<file path="src/rtl/uart_status_reporter_pkg.sv">
// Shared tetris types plus reporter FSM encoding and the nibble-to-ASCII helper.
package enum_type;

    typedef enum logic [3:0] {
        ST_INIT      = 4'h0,
        ST_IDLE      = 4'h1,
        ST_PLAY      = 4'h2,
        ST_MOVE      = 4'h3,
        ST_ROTATE    = 4'h4,
        ST_DROP      = 4'h5,
        ST_LOCK      = 4'h6,
        ST_CLEAR     = 4'h7,
        ST_GAME_OVER = 4'h8
    } state_type;

    typedef enum logic [1:0] {
        RPT_IDLE,
        RPT_SNAP,
        RPT_SEND
    } rpt_state_t;

    // 0-9 -> '0'..'9', A-F -> 'A'..'F'
    function automatic logic [7:0] hex_ascii(input logic [3:0] v);
        if (v < 4'd10) begin
            return 8'h30 + {4'h0, v};
        end
        return 8'h37 + {4'h0, v};
    endfunction

endpackage

</file>
<file path="src/rtl/uart_status_reporter_tx.sv">
// 8N1 byte serializer, LSB first; a start accepted on the done cycle gives gap-free frames.
module uart_tx_byte #(
    parameter int CLKS_PER_BIT = 434
) (
    input  logic       clk,
    input  logic       reset_n,
    input  logic       start,
    input  logic [7:0] data,
    output logic       tx,
    output logic       done
);

    localparam int BW = (CLKS_PER_BIT > 2) ? $clog2(CLKS_PER_BIT) : 1;
    localparam logic [BW-1:0] BAUD_LAST = BW'(CLKS_PER_BIT - 1);

    logic          active_q, active_d;
    logic [7:0]    shift_q, shift_d;
    logic [3:0]    bit_cnt_q, bit_cnt_d;
    logic [BW-1:0] baud_cnt_q, baud_cnt_d;
    logic          tx_q, tx_d;
    logic          baud_last;

    assign baud_last = (baud_cnt_q == BAUD_LAST);
    // done marks the final cycle of the stop bit
    assign done      = active_q && (bit_cnt_q == 4'd9) && baud_last;
    assign tx        = tx_q;

    always_comb begin
        active_d   = active_q;
        shift_d    = shift_q;
        bit_cnt_d  = bit_cnt_q;
        baud_cnt_d = baud_cnt_q;
        tx_d       = tx_q;
        if (start && (!active_q || done)) begin
            active_d   = 1'b1;
            shift_d    = data;
            bit_cnt_d  = '0;
            baud_cnt_d = '0;
            tx_d       = 1'b0;
        end else if (active_q) begin
            if (baud_last) begin
                baud_cnt_d = '0;
                bit_cnt_d  = bit_cnt_q + 4'd1;
                if (bit_cnt_q == 4'd9) begin
                    active_d = 1'b0;
                    tx_d     = 1'b1;
                end else if (bit_cnt_q == 4'd8) begin
                    tx_d = 1'b1;
                end else begin
                    tx_d    = shift_q[0];
                    shift_d = {1'b0, shift_q[7:1]};
                end
            end else begin
                baud_cnt_d = baud_cnt_q + BW'(1);
            end
        end
    end

    always_ff @(posedge clk or negedge reset_n) begin
        if (!reset_n) begin
            active_q   <= 1'b0;
            shift_q    <= '0;
            bit_cnt_q  <= '0;
            baud_cnt_q <= '0;
            tx_q       <= 1'b1;
        end else begin
            active_q   <= active_d;
            shift_q    <= shift_d;
            bit_cnt_q  <= bit_cnt_d;
            baud_cnt_q <= baud_cnt_d;
            tx_q       <= tx_d;
        end
    end

endmodule

</file>
<file path="src/rtl/uart_status_reporter.sv">
// Sends "SC=dddd ST=h\r\n" on uart_tx whenever score/state change or send_req pulses.
module uart_status_reporter
    import enum_type::*;
#(
    parameter int CLK_HZ  = 50_000_000,
    parameter int BAUD    = 115200,
    parameter int MSG_LEN = 14
) (
    input  logic      clk,
    input  logic      reset_n,
    input  logic [15:0] score,
    input  state_type state,
    input  logic      send_req,
    output logic      uart_tx,
    output logic      busy
);

    localparam int CLKS_PER_BIT = CLK_HZ / BAUD;
    localparam logic [3:0] LAST_IDX = 4'(MSG_LEN - 1);

    rpt_state_t  state_q, state_d;
    logic [15:0] last_score_q, last_score_d;
    logic [15:0] snap_score_q, snap_score_d;
    logic [3:0]  last_state_q, last_state_d;
    logic [3:0]  snap_state_q, snap_state_d;
    logic [3:0]  idx_q, idx_d;
    logic        pending_q, pending_d;
    logic [3:0]  state_low;
    logic        trigger;
    logic        tx_start;
    logic        tx_done;
    logic [7:0]  tx_data;

    function automatic logic [7:0] msg_byte(input logic [3:0] i, input logic [15:0] sc,
                                            input logic [3:0] st);
        case (i)
            4'd0:    return 8'h53;
            4'd1:    return 8'h43;
            4'd2:    return 8'h3D;
            4'd3:    return hex_ascii(sc[15:12]);
            4'd4:    return hex_ascii(sc[11:8]);
            4'd5:    return hex_ascii(sc[7:4]);
            4'd6:    return hex_ascii(sc[3:0]);
            4'd7:    return 8'h20;
            4'd8:    return 8'h53;
            4'd9:    return 8'h54;
            4'd10:   return 8'h3D;
            4'd11:   return hex_ascii(st);
            4'd12:   return 8'h0D;
            4'd13:   return 8'h0A;
            default: return 8'h20;
        endcase
    endfunction

    assign state_low = state;
    assign busy      = (state_q != RPT_IDLE);

    always_comb begin
        state_d      = state_q;
        last_score_d = last_score_q;
        snap_score_d = snap_score_q;
        last_state_d = last_state_q;
        snap_state_d = snap_state_q;
        idx_d        = idx_q;
        pending_d    = pending_q;
        tx_start     = 1'b0;
        trigger      = send_req | (score != last_score_q) | (state_low != last_state_q);
        case (state_q)
            RPT_IDLE: begin
                if (trigger || pending_q) begin
                    state_d = RPT_SNAP;
                end
            end
            // The values latched here are the new reference, so only send_req can re-arm pending
            RPT_SNAP: begin
                snap_score_d = score;
                snap_state_d = state_low;
                last_score_d = score;
                last_state_d = state_low;
                pending_d    = send_req;
                idx_d        = '0;
                tx_start     = 1'b1;
                state_d      = RPT_SEND;
            end
            RPT_SEND: begin
                if (trigger) begin
                    pending_d = 1'b1;
                end
                if (tx_done) begin
                    if (idx_q == LAST_IDX) begin
                        state_d = RPT_IDLE;
                    end else begin
                        idx_d    = idx_q + 4'd1;
                        tx_start = 1'b1;
                    end
                end
            end
            default: state_d = RPT_IDLE;
        endcase
        // Byte 0 is constant, so the not-yet-latched snapshot during SNAP is harmless
        tx_data = msg_byte(idx_d, snap_score_q, snap_state_q);
    end

    always_ff @(posedge clk or negedge reset_n) begin
        if (!reset_n) begin
            state_q      <= RPT_IDLE;
            last_score_q <= '0;
            snap_score_q <= '0;
            last_state_q <= '0;
            snap_state_q <= '0;
            idx_q        <= '0;
            pending_q    <= 1'b0;
        end else begin
            state_q      <= state_d;
            last_score_q <= last_score_d;
            snap_score_q <= snap_score_d;
            last_state_q <= last_state_d;
            snap_state_q <= snap_state_d;
            idx_q        <= idx_d;
            pending_q    <= pending_d;
        end
    end

    uart_tx_byte #(
        .CLKS_PER_BIT(CLKS_PER_BIT)
    ) u_tx (
        .clk    (clk),
        .reset_n(reset_n),
        .start  (tx_start),
        .data   (tx_data),
        .tx     (uart_tx),
        .done   (tx_done)
    );

endmodule

</file>
<file path="config.mk">
export PLATFORM = sky130hd
export DESIGN_NAME = uart_status_reporter
export DESIGN_NICKNAME = d
export VERILOG_FILES = /design/src/rtl/uart_status_reporter_pkg.sv /design/src/rtl/uart_status_reporter_tx.sv /design/src/rtl/uart_status_reporter.sv
export SDC_FILE = /design/constraint.sdc
export NUM_CORES = 1
export LEC_CHECK = 0
export ABC_AREA = 1
export CORE_MARGIN = 2
export CORE_UTILIZATION = 61
export CTS_BUF_LIST = sky130_fd_sc_hd__clkbuf_8
export DETAILED_ROUTE_END_ITERATION = 10
export PLACE_DENSITY = 0.82
export SLEW_MARGIN = 20
export SYNTH_ARGS = -nofsm -noshare
export SYNTH_HDL_FRONTEND = slang
export SYNTH_SLANG_ARGS = --single-unit
</file>
<file path="constraint.sdc">
create_clock -name clk -period 2.76 [get_ports clk]
set_clock_uncertainty 0.15 [all_clocks]
set_input_delay 0.828 -clock clk [delete_from_list [all_inputs] [get_ports clk]]
set_output_delay 0.828 -clock clk [all_outputs]
set_load 0.01 [all_outputs]
</file>
== After elaboration in Yosys (flattened, before gate mapping) ==
Index checks and enable logic that the tools add are counted.
Storage, ports and cells
  register bits after elaboration: 50
  input port bits: 23
Cells by class
  add/subtract/negate cells: 13
  magnitude comparators: 5
  equality and inequality tests: 26
  mux-type cells: 53
  bitwise gates (word level): 2
  reduce and logical (&&, ||, !) cells: 18
Operators by type and width (count)
  $mux W8: 15
  $pmux W8 S11: 1
  $add A6 B4 Y7 const A: 10
  $eq A4 B4 Y1 const B: 9
  $mux W9: 3
  $mux W1: 22
  $lt A4 B4 Y1 const B: 5
  $mux W4: 5
  $ne A16 B16 Y1: 1
  $eq A4 B3 Y1 const B: 3
  $add A9 B1 Y9 const B: 1
  $eq A9 B9 Y1 const B: 1
  $add A4 B1 Y4 const B: 2
  $eq A4 B2 Y1 const B: 2
  $ne A2 B2 Y1 const B: 4
  $pmux W4 S2: 1
  $reduce_bool A2 Y1: 4
  $mux W2: 3
  $pmux W2 S3: 1
  $eq A4 B1 Y1 const B: 1
  $logic_not A4 Y1: 1
  $ne A2 B1 Y1 const B: 2
  $ne A4 B4 Y1: 1
  $pmux W1 S2: 2
  11 further kinds: 17

== Depth between registers and ports, before layout ==
  depth in word-level cells: 10
  gate-level depth with buffers: 18
  depth with buffers taken out: 18

== Modules after synthesis ==
A second synthesis with hierarchy kept.
Unflattened totals
  cell total of the unflattened synthesis: 532
  area total of the unflattened synthesis: 3734.8 µm²
By module, submodules not included
  uart_status_reporter: times used 1, cells an instance 374, area each 2397.3 µm²
  uart_tx_byte: times used 1, cells an instance 158, area each 1337.5 µm²

== Least setup slack after synthesis ==
No wires, ideal clock.
  path type: reg-to-reg
  from: register u_tx.bit_cnt_q[1]
  to: register u_tx.shift_q[5]
  data arrival time: 1.901 ns
  data required time: 2.494 ns
  path slack: 0.593 ns
  cell stages (with the launch flop): 16
  path buffers: 0
  clock period less this slack: 2.167 ns
  cells stage by stage: dfrtp_1 inv_1 ha_1 nand3_1 nor2_1 nand3_1 a21oi_1 nand2_2 nand2_2 inv_2 nand2_1 nor2_1 nor3_1 nand2_1 nand2_1 nand2_1
On the way
  longest elaborated chain between the ends: 9
RTL lines
  from (decl): line uart_status_reporter_tx.sv:18  | logic [3:0] bit_cnt_q, bit_cnt_d;
  from (signal assigned): line uart_status_reporter_tx.sv:69  | bit_cnt_q <= bit_cnt_d;
  $eq A4 B4 Y1: line uart_status_reporter_tx.sv:25, uart_status_reporter_tx.sv:44
  $logic_and A1 B1 Y1 (2 in series): line uart_status_reporter_tx.sv:25  | assign done = active_q && (bit_cnt_q == 4'd9) && baud_last;
  $mux W4: line uart_status_reporter.sv:89  | if (tx_done) begin
  $pmux W4 S2: line uart_status_reporter.sv:68  | case (state_q)
  $eq A4 B4 Y1, or another cell as far along: line uart_status_reporter.sv:36  | case (i)
  $reduce_or A2 Y1 (no line)
  $pmux W8 S11: line uart_status_reporter.sv:36
  $mux W8: line uart_status_reporter_tx.sv:34  | if (start && (!active_q || done)) begin
  to (signal assigned): line uart_status_reporter_tx.sv:68  | shift_q <= shift_d;
  to (decl): line uart_status_reporter_tx.sv:17  | logic [7:0] shift_q, shift_d;
Several ways; a longest one is shown, not always the timed one.
A chain may end at the register's enable or synchronous reset.

== Worst setup path in the final report ==
  from: register state_q[0]
  to: output port busy
On the way
  longest elaborated chain between the ends: 1
RTL lines
  from (decl): line uart_status_reporter.sv:21  | rpt_state_t state_q, state_d;
  from (signal assigned): line uart_status_reporter.sv:114  | state_q <= state_d;
  $reduce_bool A2 Y1: line uart_status_reporter.sv:56  | assign busy = (state_q != RPT_IDLE);
  to (decl): line uart_status_reporter.sv:15  | output logic busy
No other way between the ends.

==> flow_metrics.env <==
export IMPL_syn_nets=529
export IMPL_start_util_pct=63.57
export IMPL_ys_ff_latch=49
export IMPL_cp_num_buf_inv=3
export IMPL_hold_viol=0
export IMPL_n_fill_cell=452
export IMPL_critPathTopFamily="buffers and inverters"
export IMPL_synth_cell_types=42
export IMPL_tns_ns=0
export IMPL_drt_pass1_iter_count=4
export IMPL_synth_area_leaders="dfrtp_1 34%, nand2_1 12%, inv_1 6.9%"
export IMPL_diodes=0
export IMPL_fin_ws_ns=0.2207
export IMPL_startpoint_type="flop"
export IMPL_cp_end_kind="primary output"
export IMPL_viasPerCell=5.373
export IMPL_drive_gt1_share_pct=10.94
export IMPL_p_per_area_nw_per_um2=331.9
export IMPL_synth_simple_area_share_pct=32.40
export IMPL_finalPower_uw=1312
export IMPL_drt_iter0_markers=191
export IMPL_wire_per_inst_um=13.08
export IMPL_avgSynthCellArea_um2=7.173
export IMPL_vias=3186
export IMPL_antenna_found_initial=0
export IMPL_netlist_instances=491
export IMPL_final_area_um2=3953
export IMPL_setup_violations=0
export IMPL_clkSinkCount=49
export IMPL_grt_start_max_net_pins=39
export IMPL_synth_warning_count=0
export IMPL_fin_crit_sh_pct=92.00
export IMPL_io_buffers=24
export IMPL_synth_top_area_share_pct=34.10
export IMPL_outcome="complete, no violations"
export IMPL_drc=0
export IMPL_cp_required_ns=1.78
export IMPL_clock_latency_ns=0.30
export IMPL_drv_slew=0
export IMPL_slowest_stage="clkdlybuf4s50_1"
export IMPL_fin_worst_hold_slack_ns=0.3422
export IMPL_synth_area_leader_cell="dfrtp_1"
export IMPL_tritoncts="done"
export IMPL_cts_root_buf="clkbuf_8"
export IMPL_hpwl_mm=6.108
export IMPL_placed_area_um2=3862
export IMPL_ys_seq_area_share_pct=34.85
export IMPL_criticalPathCategory="flop to primary output"
export IMPL_cap_violations=0
export IMPL_core_um2=5540
export IMPL_fmax_mhz=393.8
export IMPL_rsz0062_at_grt="false"
export IMPL_clk_path_buf_depth=2
export IMPL_ant_nets=0
export IMPL_die_width_um=79.99
export IMPL_synth_compound_gate_area_share_pct=13.18
export IMPL_synth_area_um2=3522
export IMPL_gpl_final_weighted_congestion=0.9501
export IMPL_period_needed_ns=2.539
export IMPL_cts_buffers=5
export IMPL_h_tree_depth=2
export IMPL_grt_pass1_vias=3113
export IMPL_place_ws_ns=-0.02648
export IMPL_path_max_fanout=3
export IMPL_cts_setup_buffers=0
export IMPL_die_area_um2=6398
export IMPL_cpMostUsedCell="inv_1"
export IMPL_grt_use_total_pct=27.16
export IMPL_overflow=0
export IMPL_synth_top_family_by_area="simple AND/OR/NAND/NOR gates"
export IMPL_slew_headroom_pct=62.24
export IMPL_hp_class="input pin to async pin"
export IMPL_fp_dieH_um=79.99
export IMPL_nets=558
export IMPL_leakage_uw=0.001926
export IMPL_worstMarginPinSlew_ns=0.5664
export IMPL_clkTransAtPathRegs_ns=0.09
export IMPL_area_growth_pct=12.22
export IMPL_wl_mm=7.755
export IMPL_synth_adder_area_share_pct=5.329
export IMPL_ios=25
export IMPL_synth_xor_area_share_pct=4.973
export IMPL_peakVddDrop_uv=258.8
export IMPL_muxShareOfSynthArea_pct=0.3197
export IMPL_max_stage_delay_ns=0.53
export IMPL_grt_pass1_wl_mm=13.82
export IMPL_cp_data_arrival_time_ns=1.56
export IMPL_path_cells="inv_1, ha_2, inv_1, clkdlybuf4s50_1"
export IMPL_rows=27
-- flip-flops by register name, indices dropped and copies added (netlist names) --
register and flops:
snap_score_q 16, u_tx.baud_cnt_q 9, u_tx.shift_q 7, idx_q 4
snap_state_q 4, u_tx.bit_cnt_q 4, state_q 2, pending_q 1
u_tx.active_q 1, u_tx.tx 1
-- power by group --
part | total (uW) | internal [uW] | switching, uW | leakage, uW
logic | 155 | 67.3 | 88.1 | 0.00130
registers | 743 | 732 | 11.1 | 0.000575
clock network | 413 | 173 | 240 | 0.0000491
-- synthesized netlist by cell type --
| cell | instances |
|---|---|
| mux2_2 | 1 |
| nand3_4 | 2 |
| buf_2 | 1 |
| nor4_1 | 1 |
| and3_1 | 1 |
| nand2_1 | 111 |
| clkinv_1 | 1 |
| inv_4 | 1 |
| dfstp_2 | 1 |
| nor2_2 | 2 |
| o21ai_2 | 1 |
| inv_2 | 7 |
| or2_2 | 1 |
| nor2_4 | 8 |
| buf_6 | 1 |
| a22oi_1 | 1 |
| dfrtp_1 | 48 |
| inv_1 | 65 |
| nor3_2 | 2 |
| xor2_1 | 16 |
| nand2_4 | 1 |
| nand2_2 | 11 |
| nand4_1 | 4 |
| xnor2_1 | 4 |
| nor2_1 | 52 |
| nand3_1 | 28 |
| a31oi_1 | 2 |
| a21oi_2 | 1 |
| o21ai_0 | 34 |
| nand2_8 | 1 |
| o21a_1 | 1 |
| o21ai_1 | 2 |
| a211oi_1 | 1 |
| o22ai_1 | 6 |
| a221oi_1 | 2 |
| nand4_2 | 1 |
| nor3_1 | 15 |
| o2111ai_1 | 2 |
| ha_1 | 15 |
| a21oi_1 | 30 |
| clkbuf_1 | 5 |
| a22o_1 | 1 |
-- layer usage --
layer / track usage, % / part of all wire, % / routed length (um) / up-vias
li1: - / - / - / 1638
met1: 37.50 / 47 / 3666 / 1457
met2: 43.00 / 46 / 3576 / 79
met3: 5.317 / 5.0 / 389 / 12
met4: 8.644 / 1.6 / 121 / 0
met5: 0 / 0 / 0 / -
-- worst reg2reg max path: cells and delay by family (launching register included) --
| kind | cells | cell delay [ns] |
|---|---|---|
| adders and majority gates | 1 | 0.40 |
| and+or+nand+nor | 9 | 1.02 |
| DFF | 1 | 0.39 |
| AOI/OAI and AO/OA | 1 | 0.14 |
| buffers and inverters | 3 | 0.29 |
-- cell type report --
type | count | area (um^2) | share of cell area [%]
Timing Repair Buffer | 29 | 285.3 | 7.217
Inverter | 74 | 280.3 | 7.091
Multi-Input combinational cell | 361 | 1987 | 50.27
Clock buffer | 5 | 68.82 | 1.741
Sequential cell | 49 | 1227 | 31.05
Tap cell | 72 | 90.09 | 2.279
Clock inverter | 3 | 13.76 | 0.3482
-- cell families after synthesis --
logic type / Yosys count
AND/OR/NAND/NOR: 241
AO/OA/AOI/OAI: 84
buffers and inverters: 81
flip-flops: 49
XOR/XNOR: 20
adder cells (fa/ha/maj): 15
multiplexers: 1
-- metrics by stage --
step / instances / util, %
final: 593 / 71.34
after global placement: 585 / 69.72
after floorplan: 491 / -
after global routing: 593 / 71.34
after CTS: 593 / 71.21
after detailed placement: 585 / 69.72
-- layout by cell type (no fill, tap or decap), types with 4 or more instances in the layout --
| cell type | instances |
|---|---|
| dfrtp_1 | 48 |
| nand2_1 | 111 |
| nor2_1 | 52 |
| inv_1 | 65 |
| nor2_4 | 8 |
| nand4_1 | 4 |
| buf_4 | 4 |
| xnor2_1 | 4 |
| nor3_1 | 15 |
| inv_2 | 8 |
| o22ai_1 | 6 |
| clkbuf_8 | 5 |
| nand3_1 | 27 |
| clkdlybuf4s50_1 | 23 |
| xor2_1 | 16 |
| a21oi_1 | 30 |
| nand2_2 | 11 |
| ha_1 | 14 |
| o21ai_0 | 34 |
-- timing repair --
item / in CTS / in global routing
setup endpoints to repair: 0 / 5
gates resized for setup: 0 / 3
hold buffers: 0 / 0
-- final timing paths --
kind                                             startpoint                          end  slack [ns]  depth (start not counted)
worst max-delay path                 state_q[0]$_DFFE_PN0P_                         busy        0.22                          4
worst min-delay path                                reset_n  snap_state_q[0]$_DFFE_PN0P_        0.34                          1
worst max register to register       state_q[1]$_DFFE_PN0P_  u_tx.shift_q[2]$_DFFE_PN0P_        0.28                         14
worst min register to register  u_tx.shift_q[6]$_DFFE_PN0P_  u_tx.shift_q[6]$_DFFE_PN0P_        0.35                          2
max in group asynchronous                           reset_n          u_tx.tx$_DFFE_PN1P_        1.51                          2
min in group clk                u_tx.shift_q[6]$_DFFE_PN0P_  u_tx.shift_q[6]$_DFFE_PN0P_        0.35                          2
(Power assumes the default switching activity.)
==> edit, RTL diff (config.mk and constraints unchanged) <==
The parameter `CLK_HZ` goes from 50_000_000 to 100_000_000.
--- a/src/rtl/uart_status_reporter.sv
+++ b/src/rtl/uart_status_reporter.sv
@@ -3,5 +3,5 @@
     import enum_type::*;
 #(
-    parameter int CLK_HZ  = 50_000_000,
+    parameter int CLK_HZ  = 100_000_000,
     parameter int BAUD    = 115200,
     parameter int MSG_LEN = 14
Check against the original RTL: no difference found for any inputs over 10 cycles, from zero or initial values and one cycle with reset_n low; that may be too few to reach the edited logic, so the function may still have changed.
==> edit against the original RTL <==
- area after synthesis grew 3.3%
- global-route usage grew 0.45 points
- critical path depth grew 14
- synthesized cell count grew 2.2%
- cell count grew 4.2%
- setup slack lost 0.11 ns
- final area grew 6.0%
- wire length grew 14%
- sequential cell count grew 1
- register-to-register slack lost 0.17 ns
Power is not compared: it rests on default switching activity, and its combinational part moved more than twofold at a synthesized area within 25%.
==> edit: results (changes against the original RTL) <==
- Largest fanout on the critical path: 8 (+5)
- Critical-path top delay cell: dfrtp_1
- Largest net degree at the start of global routing: 42 (+7.7%)
- Sequential area share after synthesis: 34.4% (-0.43 points)
- Iter 0 DRT Violations: 252 (+32%)
- Initial antenna violation count: 0 (unchanged)
- Final wirelength: 8810 um (+14%)
- Latest clock arrival within the worst-skew pair: 0.31 ns
- Clock transition at the registers of the reported paths: 0.09 ns (about the same)
- Synth Flop Type: dfrtp_1
- Synth Warn #: 0 (unchanged)
- Hold Path Class: primary input to async pin
- Drt first pass iters: 6 (+2)
- FF-to-FF Start: idx_q[1]
- CP Class: flip-flop to flip-flop
- Crit-path leading delay family: simple AND/OR/NAND/NOR gates
- Crit path DAT: 2.73 ns (+1.17 ns)
- Worst r2r path cells: 18 (+4)
- Leakage: 2.00 nW
- R2R setup slack: 0.11 ns (-0.17 ns)
- Worst-margin pin slew: 0.562 ns (-0.00397 ns)
- Worst-case clock buffer depth: 2 (unchanged)
- Synth cell count leaders: nand2_1, inv_1, nor2_1
- Area after DPL: 3990 um^2 (+3.4%)
- CP startpoint: idx_q[1]
- Number of fill cells: 485 (+7.3%)
- Outcome: complete, no violations
- Crit path largest cell delay: 0.41 ns (-0.12 ns)
- Biggest regs: snap_score_q x16, u_tx.baud_cnt_q x10, u_tx.shift_q x7
- TritonCTS buffer count: 5 (unchanged)
- Hpwl dp: 6720 um (+10%)
- Port Buffers: 24 (unchanged)
- Root buf cell: clkbuf_8
- CTS H-tree depth: 2 (unchanged)
- Bufs and invs on worst path: 4 (+1)
- Via count: 3,465 (+8.8%)
- Final net count: 579 (+3.8%)
- All-Layer GR Usage: 27.6% (+0.45 points)
- Peak supply drop: 0.532 mV
- Asr flop ratio synth: 100% (unchanged)
- Worst reg2reg path endpoint: u_tx.shift_q[0]
- Ant diodes: 0 (unchanged)
- Gpl congestion: 0.919 (-3.2%)
- First-pass GRT wire length: 14,000 um (+1.0%)
- Area contributors post-synth: dfrtp_1, nand2_1, inv_1
- Post-synthesis cell type count: 43 (+2.4%)
- Vias in the first global route: 3,073 (-1.3%)
- Synth Net Count: 539 (+1.9%)
- Layout cells sized above 1: 13.3% (+2.3 points)
-- edit: cell types whose count changed after synthesis, moves of 3 or more --
cell / delta
nand3_1: +11
nor3_1: -9
o21ai_0: +8
inv_1: -6
a21boi_0: +4
a21oi_1: -4
nand2_2: -4
o22ai_1: -4
inv_2: +3
o21ai_1: +3
-- edit: what timing repair did --
action / in CTS / in global routing
setup endpoints to repair: 0 / 11
resized for setup: 0 / 8
buffers inserted: 0 / 7
-- edit: power by group --
part           internal (mW)  total (mW)  switching [mW]  leakage [nW]
sequential             0.901        1.02           0.115         0.605
clock                  0.199       0.442           0.243        0.0524
combinational          0.411        1.22           0.810          1.35
total                   1.51        2.68            1.17          2.00
-- edit: kinds of logic after synthesis --
logic type	synth area share [%]
AOI/OAI and AO/OA	15.6
xor gates and xnor gates	4.57
adders and majority gates	4.81
buffers and inverters	8.56
DFF	34.4
and+or+nand+nor	32.0
-- edit: area by class of cell --
class                           count  area share (%)
Timing Repair Buffer               40            9.08
Inverter                           72            6.45
Sequential cell                    50            29.9
Multi-Input combinational cell    373            50.2
Tap cell                           75            2.24
Clock buffer                        6            1.97
Clock inverter                      2           0.209
-- edit: stage by stage --
stage	hold WS [ns]	cells	setup TNS (ns)	worst slack [ns]	utilization (%)
finish	0.182	618	0	0.112	71.6
floorplan	0.325	502	0	0.507	-
global route	0.193	618	-0.0284	-0.0200	71.6
global placement	0.332	603	-0.0387	-0.0197	68.3
detailed placement	0.360	603	-0.147	-0.0813	68.3
CTS	0.193	611	0	0.0627	69.8
-- edit: routing by layer --
layer | GRT usage (%) | wire (um)
met5 | 0 | 0
met4 | 9.83 | 231
met3 | 3.33 | 322
met2 | 50.0 | 4500
met1 | 33.6 | 3760
